==> src/rtl/norm_seq_div.sv <==
// Row normaliser: publishes |row sum|, waits for the sibling sum, then divides
// every element by the combined sum on one shared restoring divider. Option: NORM_SAT_EN.
module norm_seq_div #(
  parameter int BW      = 8,
  parameter int BW_PSUM = 2*BW+4,
  parameter int COL     = 8,
  parameter int FRAC    = 8,
  parameter int SUMW    = BW_PSUM+4
) (
  input  logic                     clk,
  input  logic                     reset,
  input  logic                     in_valid,
  output logic                     in_ready,
  input  logic [BW_PSUM*COL-1:0]   in,
  output logic [SUMW-1:0]          sum_out,
  output logic                     sum_out_valid,
  input  logic [SUMW-1:0]          sum_in,
  input  logic                     sum_in_valid,
  output logic [BW_PSUM*COL-1:0]   out,
  output logic                     out_valid,
  input  logic                     out_ready,
  output logic                     busy
);

  localparam int N  = BW_PSUM + FRAC;
  localparam int CW = $clog2(N + 1);
  localparam int KW = $clog2(COL);

  typedef enum logic [2:0] {
    S_IDLE, S_SUM, S_WAIT, S_DIV, S_OUT
  } state_e;

  state_e state_q, state_d;

  logic signed [BW_PSUM-1:0] mem_q  [COL];
  logic [BW_PSUM-1:0]        omem_q [COL];
  logic [SUMW-1:0]           sum_out_q;
  logic                      sum_out_valid_q;
  logic [SUMW-1:0]           sin_q;
  logic                      flag_q;
  logic [SUMW-1:0]           total_q;
  logic [SUMW-1:0]           rem_q;
  logic [N-1:0]              dvd_q;
  logic [N-1:0]              quo_q;
  logic [CW-1:0]             bit_q;
  logic [KW-1:0]             k_q;
  logic                      out_valid_q;

  logic [SUMW-1:0]           local_sum;
  logic [SUMW-1:0]           abs_sum;
  logic                      flag_eff;
  logic [SUMW-1:0]           sin_eff;
  logic [SUMW-1:0]           total_d;
  logic [KW-1:0]             nxt_k;
  logic signed [BW_PSUM-1:0] nel;
  logic [BW_PSUM-1:0]        mag_nxt;
  logic [N-1:0]              dvd_ld;
  logic [SUMW:0]             rem_sh;
  logic                      ge;
  logic [SUMW-1:0]           rem_n;
  logic [N-1:0]              quo_n;
  logic [BW_PSUM-1:0]        q_lo;
  logic                      cur_neg;
  logic [BW_PSUM-1:0]        res;
  logic                      last_bit;
  logic                      last_k;

  always_comb begin
    local_sum = '0;
    for (int k = 0; k < COL; k++) begin
      local_sum = local_sum +
        {{(SUMW-BW_PSUM){mem_q[k][BW_PSUM-1]}}, mem_q[k]};
    end
    abs_sum = local_sum[SUMW-1] ? -local_sum : local_sum;
  end

  // A pulse arriving in WAIT is used in the same cycle.
  always_comb begin
    flag_eff = flag_q | sum_in_valid;
    sin_eff  = sum_in_valid ? sum_in : sin_q;
    total_d  = sum_out_q + sin_eff;
  end

  always_comb begin
    nxt_k   = (state_q == S_WAIT) ? '0 : k_q + KW'(1);
    nel     = mem_q[nxt_k];
    mag_nxt = nel[BW_PSUM-1] ? -nel : nel;
    dvd_ld  = N'(mag_nxt) << FRAC;
  end

  always_comb begin
    rem_sh   = {rem_q, dvd_q[N-1]};
    ge       = rem_sh >= {1'b0, total_q};
    rem_n    = ge ? rem_sh[SUMW-1:0] - total_q : rem_sh[SUMW-1:0];
    quo_n    = {quo_q[N-2:0], ge};
    q_lo     = quo_n[BW_PSUM-1:0];
    cur_neg  = mem_q[k_q][BW_PSUM-1];
    last_bit = bit_q == CW'(N-1);
    last_k   = k_q == KW'(COL-1);
  end

`ifdef NORM_SAT_EN
  logic ovf;
  always_comb begin
    ovf = |quo_n[N-1:BW_PSUM-1];
    if (ovf)
      res = cur_neg ? {1'b1, {(BW_PSUM-1){1'b0}}}
                    : {1'b0, {(BW_PSUM-1){1'b1}}};
    else
      res = cur_neg ? -q_lo : q_lo;
  end
`else
  always_comb begin
    res = cur_neg ? -q_lo : q_lo;
  end
`endif

  always_ff @(posedge clk) begin
    if (reset) state_q <= S_IDLE;
    else       state_q <= state_d;
  end

  always_comb begin
    state_d = state_q;
    unique case (state_q)
      S_IDLE: if (in_valid) state_d = S_SUM;
      S_SUM:  state_d = S_WAIT;
      S_WAIT: if (flag_eff)
                state_d = (total_d == '0) ? S_OUT : S_DIV;
      S_DIV:  if (last_bit && last_k) state_d = S_OUT;
      S_OUT:  if (out_ready) state_d = S_IDLE;
      default: state_d = S_IDLE;
    endcase
  end

  always_ff @(posedge clk) begin
    if (reset) begin
      for (int k = 0; k < COL; k++) begin
        mem_q[k]  <= '0;
        omem_q[k] <= '0;
      end
      sum_out_q       <= '0;
      sum_out_valid_q <= 1'b0;
      sin_q           <= '0;
      flag_q          <= 1'b0;
      total_q         <= '0;
      rem_q           <= '0;
      dvd_q           <= '0;
      quo_q           <= '0;
      bit_q           <= '0;
      k_q             <= '0;
      out_valid_q     <= 1'b0;
    end else begin
      if (state_q == S_IDLE && in_valid) begin
        for (int k = 0; k < COL; k++)
          mem_q[k] <= in[BW_PSUM*k +: BW_PSUM];
      end
      sum_out_valid_q <= state_q == S_SUM;
      if (state_q == S_SUM) sum_out_q <= abs_sum;
      if ((state_q == S_SUM || state_q == S_WAIT) && sum_in_valid) begin
        flag_q <= 1'b1;
        sin_q  <= sum_in;
      end
      if (state_q == S_WAIT && flag_eff) begin
        flag_q  <= 1'b0;
        total_q <= total_d;
        for (int k = 0; k < COL; k++) omem_q[k] <= '0;
        dvd_q   <= dvd_ld;
        rem_q   <= '0;
        quo_q   <= '0;
        bit_q   <= '0;
        k_q     <= '0;
      end
      if (state_q == S_DIV) begin
        if (last_bit) begin
          omem_q[k_q] <= res;
          k_q   <= k_q + KW'(1);
          bit_q <= '0;
          rem_q <= '0;
          quo_q <= '0;
          dvd_q <= dvd_ld;
        end else begin
          rem_q <= rem_n;
          quo_q <= quo_n;
          dvd_q <= dvd_q << 1;
          bit_q <= bit_q + CW'(1);
        end
      end
      out_valid_q <= state_d == S_OUT;
    end
  end

  always_comb begin
    in_ready = state_q == S_IDLE;
    busy     = state_q != S_IDLE;
    out      = '0;
    if (out_valid_q) begin
      for (int k = 0; k < COL; k++)
        out[BW_PSUM*k +: BW_PSUM] = omem_q[k];
    end
  end

  assign out_valid     = out_valid_q;
  assign sum_out       = sum_out_q;
  assign sum_out_valid = sum_out_valid_q;

endmodule

==> config.mk <==
export PLATFORM = sky130hd
export DESIGN_NAME = norm_seq_div
export DESIGN_NICKNAME = d
export VERILOG_FILES = /design/src/rtl/norm_seq_div.sv
export SDC_FILE = /design/constraint.sdc
export NUM_CORES = 1
export LEC_CHECK = 0
export CELL_PAD_IN_SITES_DETAIL_PLACEMENT = 0
export CELL_PAD_IN_SITES_GLOBAL_PLACEMENT = 1
export CORE_MARGIN = 3
export CORE_UTILIZATION = 44
export CTS_CLUSTER_SIZE = 14
export DETAILED_ROUTE_END_ITERATION = 8
export PLACE_DENSITY_LB_ADDON = 0.1
export SYNTH_ARGS = -nofsm -noshare
export SYNTH_HDL_FRONTEND = slang
export SYNTH_SLANG_ARGS = --single-unit
export TNS_END_PERCENT = 20
==> constraint.sdc <==
create_clock -name clk -period 7.13 [get_ports clk]
set_clock_uncertainty 0.2 [all_clocks]
set_input_delay 0.713 -clock clk [delete_from_list [all_inputs] [get_ports clk]]
set_output_delay 0.713 -clock clk [all_outputs]
set_load 0.01 [all_outputs]
==> metrics.txt, run 1 <==
# TYPE chip_impl_metric gauge
chip_impl_metric{name="ant_nets",unit=""} 0
chip_impl_metric{name="synth_fp_nets",unit=""} 3260
chip_impl_info{name="cp_cell_sequence",value="inv_1 > fa_1 > inv_1 > fa_1 > fa_1 > inv_1 > fa_1 > inv_1 > ha_1 > inv_1 > fa_1 > nand2b_1 > a21bo_1 > a21oi_1 > a31oi_2 > o21ai_0 > xor2_1 > nor4b_2 > nand3_1 > or4_1 > a21oi_1"} 1
chip_impl_metric{name="num_io_pins",unit=""} 377
chip_impl_metric{name="syn_std_cell_area",unit="sq mm"} 0.02815
chip_impl_metric{name="global_route.overflow_total",unit=""} 0
chip_impl_metric{name="register_to_register_setup_slack",unit="ns"} 1.17
chip_impl_info{name="min_to",value="sin_q[4]$_SDFFE_PP0P_"} 1
chip_impl_metric{name="netSwitchingPower",unit="mW"} 6.678
chip_impl_metric{name="critPathMaxStageDelay",unit="ns"} 0.55
chip_impl_metric{name="floorplan.initialDensity",unit=""} 0.4454
chip_impl_metric{name="crit_path_max_fanout",unit=""} 5
chip_impl_metric{name="power.clock.fraction",unit=""} 0.173
chip_impl_metric{name="total_power",unit="mW"} 14.94
chip_impl_metric{name="internal_power",unit="mW"} 8.260
chip_impl_metric{name="cts.htree.levels",unit=""} 2
chip_impl_info{name="yosysMostFrequentCell",value="sky130_fd_sc_hd__inv_1"} 1
chip_impl_metric{name="share_seq_of_total_power",unit=""} 0.223
chip_impl_metric{name="wire_length_on_met2",unit="microns"} 38860
chip_impl_info{name="r2r-end",value="sum_out[23]$_SDFFE_PP0P_"} 1
chip_impl_metric{name="cellPowerDensity",unit="mW/mm^2"} 433.9
chip_impl_metric{name="coreArea",unit="sq mm"} 0.06320
chip_impl_metric{name="route.met3.wl",unit="microns"} 2994
chip_impl_metric{name="async_reset_ff_frac",unit=""} 0
chip_impl_metric{name="max_cap_viol_count",unit=""} 0
chip_impl_info{name="synth_top_flop_cell",value="sky130_fd_sc_hd__edfxtp_1"} 1
chip_impl_metric{name="routedLengthMet1",unit="microns"} 32430
chip_impl_metric{name="row_count",unit=""} 92
chip_impl_metric{name="seq_area_frac_synth",unit=""} 0.4474
chip_impl_metric{name="die_area",unit="sq mm"} 0.06704
chip_impl_metric{name="route.detailed.vias_per_inst",unit=""} 5.186
chip_impl_metric{name="route.final.wire_length",unit="microns"} 77200
chip_impl_metric{name="critPathBufInv",unit=""} 5
chip_impl_info{name="run_status",value="complete, no violations"} 1
chip_impl_metric{name="cts_max_path_buffers",unit=""} 3
chip_impl_metric{name="num_vias",unit=""} 21171
chip_impl_metric{name="finalCoreUtilization",unit=""} 0.5448
chip_impl_metric{name="synthToLayoutAreaGrowth",unit="%"} 22.33
chip_impl_metric{name="post_cts.resized_instances",unit=""} 0
chip_impl_metric{name="min_path_cells",unit=""} 2
chip_impl_metric{name="globalRouteTotalUtil",unit=""} 0.2273
chip_impl_info{name="critical_path.reg2reg.startpoint",value="mem_q[6][2]$_SDFFCE_PP0P_"} 1
chip_impl_metric{name="syn_inst",unit=""} 2868
chip_impl_metric{name="nets",unit=""} 3587
chip_impl_metric{name="post-cts-setup-buffers",unit=""} 0
chip_impl_metric{name="grt_start_max_net_pins",unit=""} 162
chip_impl_metric{name="slew_viol_final",unit=""} 0
chip_impl_metric{name="finalSetupViolations",unit=""} 0
chip_impl_metric{name="leakage",unit="nW"} 13.59
chip_impl_info{name="top_layer",value="met4"} 1
chip_impl_metric{name="timing.slew.headroom",unit=""} 0.1412
chip_impl_info{name="worstHoldPathType",value="register to register"} 1
chip_impl_metric{name="ys_seq_elements",unit=""} 469
chip_impl_metric{name="initialDrtViolationCount",unit=""} 1227
chip_impl_metric{name="cts-buffers-inserted",unit=""} 50
chip_impl_metric{name="global_placer_s_final_weighted_congestion",unit=""} 0.8918
chip_impl_metric{name="min_period",unit="ns"} 5.965
chip_impl_info{name="synthDominantAreaCellType",value="sky130_fd_sc_hd__edfxtp_1"} 1
chip_impl_metric{name="syn_area_per_cell",unit="sq um"} 9.814
chip_impl_metric{name="power.combinational.fraction",unit=""} 0.604
chip_impl_metric{name="postLayoutCellArea",unit="sq mm"} 0.03443
chip_impl_info{name="crit_path_max_delay_cell_type",value="sky130_fd_sc_hd__fa_1"} 1
chip_impl_metric{name="detail_route.wl_per_cell",unit="microns"} 18.91
chip_impl_metric{name="antenna_violations_before_repair",unit=""} 2
chip_impl_metric{name="layout_worst_path_cycle_share",unit=""} 0.8366
chip_impl_metric{name="grt_pass1_wl",unit="microns"} 119600
chip_impl_info{name="yosys-top-cells-count",value="sky130_fd_sc_hd__inv_1 (335), sky130_fd_sc_hd__edfxtp_1 (320), sky130_fd_sc_hd__nor2_1 (308), sky130_fd_sc_hd__and2_1 (288), sky130_fd_sc_hd__nand2_1 (220)"} 1
chip_impl_metric{name="post_dp_cell_area",unit="sq mm"} 0.03279
chip_impl_metric{name="i_o_buffers",unit=""} 376
chip_impl_info{name="clock-root-buffer",value="sky130_fd_sc_hd__clkbuf_16"} 1
chip_impl_metric{name="timing.setup.tns",unit="ns"} 0
chip_impl_metric{name="timing_worst_slew_pin_value",unit="ns"} 1.284
chip_impl_metric{name="yosys.area.top_type_share",unit=""} 0.3414
chip_impl_metric{name="number_of_global_route_vias_before_repair",unit=""} 21579
chip_impl_metric{name="number_of_hold_violations_in_the_final_report",unit=""} 0
chip_impl_info{name="holdCritStartpoint",value="sin_q[4]$_SDFFE_PP0P_"} 1
chip_impl_metric{name="clk_pin_slew_worst_paths",unit="ns"} 0.06
chip_impl_metric{name="max_freq",unit="MHz"} 167.7
chip_impl_info{name="synth.area.top_cells",value="sky130_fd_sc_hd__edfxtp_1 (34%), sky130_fd_sc_hd__dfxtp_1 (11%), sky130_fd_sc_hd__fa_1 (9.0%)"} 1
chip_impl_info{name="critPathKind",value="register to register"} 1
chip_impl_metric{name="number_of_flops_mapped_to_enable_cells_by_yosys",unit=""} 320
chip_impl_metric{name="route.detailed.drc",unit=""} 0
chip_impl_metric{name="post_route_cells_drive_above_1_share",unit=""} 0.05904
chip_impl_metric{name="cts.sinks",unit=""} 469
chip_impl_metric{name="die_height",unit="microns"} 258.9
chip_impl_info{name="critical_path.endpoint_type",value="register"} 1
chip_impl_metric{name="critPathRequiredTime",unit="ns"} 7.43
chip_impl_metric{name="setup_ws",unit="ns"} 1.165
chip_impl_metric{name="die_w",unit="microns"} 258.9
chip_impl_metric{name="place.detailed.hpwl",unit="microns"} 59070
chip_impl_metric{name="power_switching_share",unit=""} 0.4471
chip_impl_metric{name="synth.distinct_cells",unit=""} 91
chip_impl_metric{name="vdd_ir_drop_max",unit="uV"} 497.5
chip_impl_metric{name="dr.pass1.iters",unit=""} 5
chip_impl_metric{name="arrival_time_of_the_worst_setup_path",unit="ns"} 6.26
chip_impl_metric{name="final_cell_count_no_fill",unit=""} 4082
chip_impl_info{name="rsz0062_at_grt",value="no"} 1
chip_impl_metric{name="place.detailed.instances",unit=""} 3989
chip_impl_metric{name="synthesis.yosys.warnings",unit=""} 0
chip_impl_info{name="critical_path.top_delay_family",value="adder cells"} 1
chip_impl_metric{name="dp_worst_setup_slack",unit="ns"} 1.156
chip_impl_metric{name="timing.reg2reg.worst_path_depth",unit=""} 21
chip_impl_metric{name="holdBufCountCts",unit=""} 0
chip_impl_info{name="critical_path.startpoint_type",value="register"} 1
chip_impl_metric{name="hold_slack",unit="ns"} 0.2524
chip_impl_metric{name="worst_skew_pair.late_latency",unit="ns"} 0.60
chip_impl_info{name="cts_tree",value="done"} 1
-- flip-flops by register name, indices dropped and copies added, names as in the netlist --
signal,flops
omem_q,160
sin_q,24
state_q,3
bit_q,5
flag_q,1
quo_q,19
out_valid,1
total_q,24
sum_out,24
k_q,3
rem_q,24
mem_q,160
dvd_q,20
sum_out_valid,1
-- worst max path at each step --
stage                              startpoint                       end  cells past startpoint  slack (ns)
floorplan           mem_q[6][9]$_SDFFCE_PP0P_  sum_out[23]$_SDFFE_PP0P_                     19        1.59
finish              mem_q[6][2]$_SDFFCE_PP0P_  sum_out[23]$_SDFFE_PP0P_                     21        1.17
detailed placement  mem_q[6][9]$_SDFFCE_PP0P_  sum_out[23]$_SDFFE_PP0P_                     18        1.16
global placement    mem_q[6][9]$_SDFFCE_PP0P_  sum_out[23]$_SDFFE_PP0P_                     18        1.21
global route        mem_q[6][2]$_SDFFCE_PP0P_  sum_out[23]$_SDFFE_PP0P_                     21        0.71
CTS                 mem_q[6][9]$_SDFFCE_PP0P_  sum_out[23]$_SDFFE_PP0P_                     18        1.15
-- worst min-delay path: cells and delay by family (launching register included) --
| family | cells | cell delay, ns |
|---|---|---|
| flip-flops | 1 | 0.31 |
| AND/OR/NAND/NOR | 1 | 0.05 |
| AO/OA/AOI/OAI | 1 | 0.05 |
-- placed cells by master, fill, tap and decap left out, drive strengths merged, types with 8 or more instances in the layout --
master	netlist	final
xor2	34	34
fa	126	126
nor3	30	30
and3	16	16
buf	26	40
o21a	13	13
ha	77	77
a22oi	42	42
xnor2	65	65
a311oi	10	10
o211a	9	9
clkdlybuf4s50	0	375
nand2b	12	12
nand3	39	39
clkbuf	114	63
and2	288	288
nand2	220	220
dfxtp	149	149
nor4	10	10
nor2	309	309
o21ai	82	82
mux2i	23	23
nor2b	56	56
nand4	8	8
a21oi	163	163
a221oi	11	11
or3	12	12
a211oi	31	31
mux2	28	28
clkinv	1	19
o211ai	13	13
inv	336	340
a31oi	26	26
a21o	32	32
edfxtp	320	320
-- area by class of cell --
cell class / instances / area (sq um)
multi-input cells: 1922 / 13800
fillers: 5601 / 28760
diodes: 1 / 2.502
well taps: 846 / 1059
flip-flops and latches: 469 / 12600
repair buffers: 415 / 4070
clock buffers: 63 / 1383
inverters: 337 / 1265
clock inverters: 29 / 260.3
-- routing by layer --
metal / GRT usage / up-vias
li1: - / 10355
met1: 0.2778 / 10173
met2: 0.4086 / 505
met3: 0.02985 / 138
met4: 0.08534 / 0
met5: 0 / -
-- logic make-up (layout without fill, tap and decap cells) --
kind of cell	Yosys count	in the layout	synth area share
adder cells (fa/ha/maj)	203	203	0.1238
AND/OR/NAND/NOR	1034	1034	0.1836
multiplexers	58	58	0.02498
flip-flops	469	469	0.4474
AO/OA/AOI/OAI	528	528	0.1247
buffers and inverters	477	844	0.06437
XOR/XNOR	99	99	0.03107
other	0	1	0
-- power groups by stage --
stage | clock (mW) | combinational (mW) | sequential, mW
after CTS | 2.66 | 9.08 | 3.33
after global routing | 2.76 | 10.0 | 3.37
after floorplan | 0 | 6.85 | 3.34
after global placement | 0 | 8.94 | 3.38
final | 2.59 | 9.02 | 3.33
after detailed placement | 0 | 9.03 | 3.39
(Power assumes the default switching activity.)
==> run 2, diff against run 1 <==
==> constraint.sdc (replaced) <==
create_clock -name clk -period 5.8 [get_ports clk]
set_clock_uncertainty 0.2 [all_clocks]
set_input_delay 0.58 -clock clk [delete_from_list [all_inputs] [get_ports clk]]
set_output_delay 0.58 -clock clk [all_outputs]
set_load 0.01 [all_outputs]
==> run 2 against run 1 <==
  * First-iteration DRC count decreased by 2.6%
  * Sequential share of layout area down 0.71 points
  * Design area increased by 2.0%
  * Core utilization up 1.1 points
  * Critical path depth is 3 lower
  * Largest cell class unchanged
  * Global-route usage is 0.12 points higher
  * Non-clock buffer count rose by 41
  * Combinational power grew 47%
  * Worst hold slack worse by 0.038 ns
  * Critical path type unchanged
==> metrics.txt, run 2 (synthesized netlist as in run 1, its figures left out) <==
# TYPE chip_impl_metric gauge
chip_impl_info{name="cp_cell_sequence",value="inv_2 > fa_1 > inv_2 > fa_1 > fa_1 > inv_2 > fa_1 > inv_1 > ha_1 > a211o_1 > o21a_1 > xor2_2 > or3_4 > or3_4 > nor4_4 > nand3_1 > or4_1 > a21oi_1"} 1
chip_impl_metric{name="synthToLayoutAreaGrowth",unit="%"} 24.75
chip_impl_metric{name="min_period",unit="ns"} 5.630
chip_impl_metric{name="coreArea",unit="sq mm"} 0.06320
chip_impl_metric{name="post_route_cells_drive_above_1_share",unit=""} 0.08171
chip_impl_metric{name="vdd_ir_drop_max",unit="uV"} 738.4
chip_impl_metric{name="layout_worst_path_cycle_share",unit=""} 0.9706
chip_impl_info{name="critical-path-top-cell-by-count",value="sky130_fd_sc_hd__fa_1"} 1
chip_impl_metric{name="number_of_hold_violations_in_the_final_report",unit=""} 0
chip_impl_metric{name="power.combinational.fraction",unit=""} 0.642
chip_impl_metric{name="critPathRequiredTime",unit="ns"} 6.11
chip_impl_metric{name="max_freq",unit="MHz"} 177.6
chip_impl_metric{name="antenna_violations_before_repair",unit=""} 0
chip_impl_metric{name="timing_worst_slew_pin_value",unit="ns"} 1.338
chip_impl_info{name="run_status",value="complete, no violations"} 1
chip_impl_metric{name="setup_ws",unit="ns"} 0.1705
chip_impl_metric{name="total_inserted_antenna_cells",unit=""} 0
chip_impl_info{name="worstHoldPathType",value="input pin to register"} 1
chip_impl_info{name="critPathKind",value="register to register"} 1
chip_impl_info{name="rsz0062_at_grt",value="yes"} 1
chip_impl_metric{name="grt_pass1_wl",unit="microns"} 121200
chip_impl_metric{name="power_switching_share",unit=""} 0.4321
chip_impl_info{name="critical_path.endpoint_type",value="register"} 1
chip_impl_metric{name="row_count",unit=""} 92
chip_impl_metric{name="detail_route.wl_per_cell",unit="microns"} 18.66
chip_impl_metric{name="die_area",unit="sq mm"} 0.06704
chip_impl_metric{name="share_seq_of_total_power",unit=""} 0.197
chip_impl_metric{name="crit_path_max_fanout",unit=""} 5
chip_impl_metric{name="max_cap_viol_count",unit=""} 0
chip_impl_metric{name="global_route.overflow_total",unit=""} 0
chip_impl_metric{name="route.final.wire_length",unit="microns"} 76980
chip_impl_metric{name="internal_power",unit="mW"} 11.79
chip_impl_metric{name="place.detailed.hpwl",unit="microns"} 58900
chip_impl_metric{name="timing.setup.tns",unit="ns"} 0
chip_impl_metric{name="grt_start_max_net_pins",unit=""} 162
chip_impl_metric{name="timing.slew.headroom",unit=""} 0.1049
chip_impl_info{name="largest_registers",value="mem_q: 160 flops, omem_q: 160 flops"} 1
chip_impl_metric{name="dr.pass1.iters",unit=""} 6
chip_impl_metric{name="global_placer_s_final_weighted_congestion",unit=""} 0.8970
chip_impl_info{name="critical_path.startpoint_type",value="register"} 1
chip_impl_metric{name="initialDrtViolationCount",unit=""} 1195
chip_impl_metric{name="cellPowerDensity",unit="mW/mm^2"} 591.2
chip_impl_metric{name="die_height",unit="microns"} 258.9
chip_impl_info{name="cts_tree",value="done"} 1
chip_impl_metric{name="num_io_pins",unit=""} 377
chip_impl_metric{name="ant_nets",unit=""} 0
chip_impl_metric{name="critPathMaxStageDelay",unit="ns"} 0.55
chip_impl_metric{name="num_vias",unit=""} 21364
chip_impl_info{name="layout.cells.most_common_list",value="sky130_fd_sc_hd__clkdlybuf4s50_1 (375), sky130_fd_sc_hd__inv_1 (329), sky130_fd_sc_hd__edfxtp_1 (320)"} 1
chip_impl_info{name="layout_commonest_cell",value="sky130_fd_sc_hd__clkdlybuf4s50_1"} 1
chip_impl_info{name="crit_path_max_delay_cell_type",value="sky130_fd_sc_hd__fa_1"} 1
chip_impl_metric{name="worst_skew_pair.late_latency",unit="ns"} 0.61
chip_impl_metric{name="finalSetupViolations",unit=""} 0
chip_impl_metric{name="route.detailed.drc",unit=""} 0
chip_impl_metric{name="slew_viol_final",unit=""} 0
chip_impl_metric{name="route.detailed.vias_per_inst",unit=""} 5.178
chip_impl_metric{name="number_of_global_route_vias_before_repair",unit=""} 21786
chip_impl_metric{name="clk_pin_slew_worst_paths",unit="ns"} 0.06
chip_impl_metric{name="die_w",unit="microns"} 258.9
chip_impl_metric{name="nets",unit=""} 3629
chip_impl_metric{name="total_power",unit="mW"} 20.76
chip_impl_metric{name="arrival_time_of_the_worst_setup_path",unit="ns"} 5.94
chip_impl_metric{name="cts.htree.levels",unit=""} 2
chip_impl_metric{name="dp_worst_setup_slack",unit="ns"} -0.01445
chip_impl_info{name="clock-root-buffer",value="sky130_fd_sc_hd__clkbuf_16"} 1
chip_impl_metric{name="final_cell_count_no_fill",unit=""} 4126
chip_impl_metric{name="place.detailed.instances",unit=""} 4022
chip_impl_metric{name="leakage",unit="nW"} 13.87
chip_impl_metric{name="globalRouteTotalUtil",unit=""} 0.2285
chip_impl_metric{name="cts_max_path_buffers",unit=""} 3
chip_impl_metric{name="floorplan.initialDensity",unit=""} 0.4454
chip_impl_metric{name="cts.sinks",unit=""} 469
chip_impl_metric{name="power.clock.fraction",unit=""} 0.161
chip_impl_metric{name="netSwitchingPower",unit="mW"} 8.969
chip_impl_metric{name="cts-buffers-inserted",unit=""} 51
chip_impl_metric{name="i_o_buffers",unit=""} 376
-- run 2: final timing paths --
kind,from,end,slack [ns],cells past startpoint
setup / recovery,mem_q[7][3]$_SDFFCE_PP0P_,sum_out[23]$_SDFFE_PP0P_,0.17,18
hold / removal,reset,k_q[0]$_SDFF_PP0_,0.21,2
setup reg to reg,mem_q[7][3]$_SDFFCE_PP0P_,sum_out[23]$_SDFFE_PP0P_,0.17,18
hold reg to reg,total_q[17]$_SDFFE_PP0P_,total_q[17]$_SDFFE_PP0P_,0.26,2
-- run 2: critical path: cells and delay by family (launching register included) --
family                   cells  cell delay [ns]
adder cells (fa/ha/maj)      5             2.33
AND/OR/NAND/NOR              5             1.64
AO/OA/AOI/OAI                3             0.61
flip-flops                   1             0.36
XOR/XNOR                     1             0.20
buffers and inverters        4             0.18
-- run 2: layout make-up --
class / count / area, sq um
clock buffer: 60 / 1361
clock inverter: 36 / 379.1
fill: 5549 / 28080
inverter: 337 / 1265
multi-input combinational: 1922 / 14030
sequential: 469 / 12600
tap: 846 / 1059
timing repair buffer: 456 / 4415
-- run 2: layer usage --
| metal | track usage | wire, microns | up-vias |
|---|---|---|---|
| met1 | 0.2816 | 32080 | 10228 |
| li1 | - | - | 10461 |
| met5 | 0 | 0 | - |
| met4 | 0.07595 | 2573 | 0 |
| met3 | 0.03180 | 3400 | 130 |
| met2 | 0.4115 | 38930 | 545 |
-- run 2: repair_timing --
| action | CTS | global route |
|---|---|---|
| pin swaps | 3 | 50 |
| gates cloned | 0 | 0 |
| gates resized for setup | 5 | 45 |
| setup buffers | 0 | 8 |
| endpoints found under the setup margin | 3 | 18 |
| hold buffers | 0 | 0 |
-- run 2: power groups by stage --
stage	Sequential [mW]	Clock [mW]	Combinational, mW
2_1_floorplan	4.10	0	8.42
3_3_place_gp	4.15	0	12.1
3_5_place_dp	4.16	0	12.2
4_1_cts	4.09	3.42	12.4
5_1_grt	4.12	3.55	14.8
6_report	4.09	3.34	13.3
-- run 2: metrics by stage --
step	area, sq um	util	hold WS (ns)
global route	35110	0.5556	0.2338
global placement	33070	0.5233	0.2391
finish	35110	0.5556	0.2147
CTS	34840	0.5513	0.1883
detailed placement	33070	0.5233	0.2468
floorplan	28150	-	0.2338
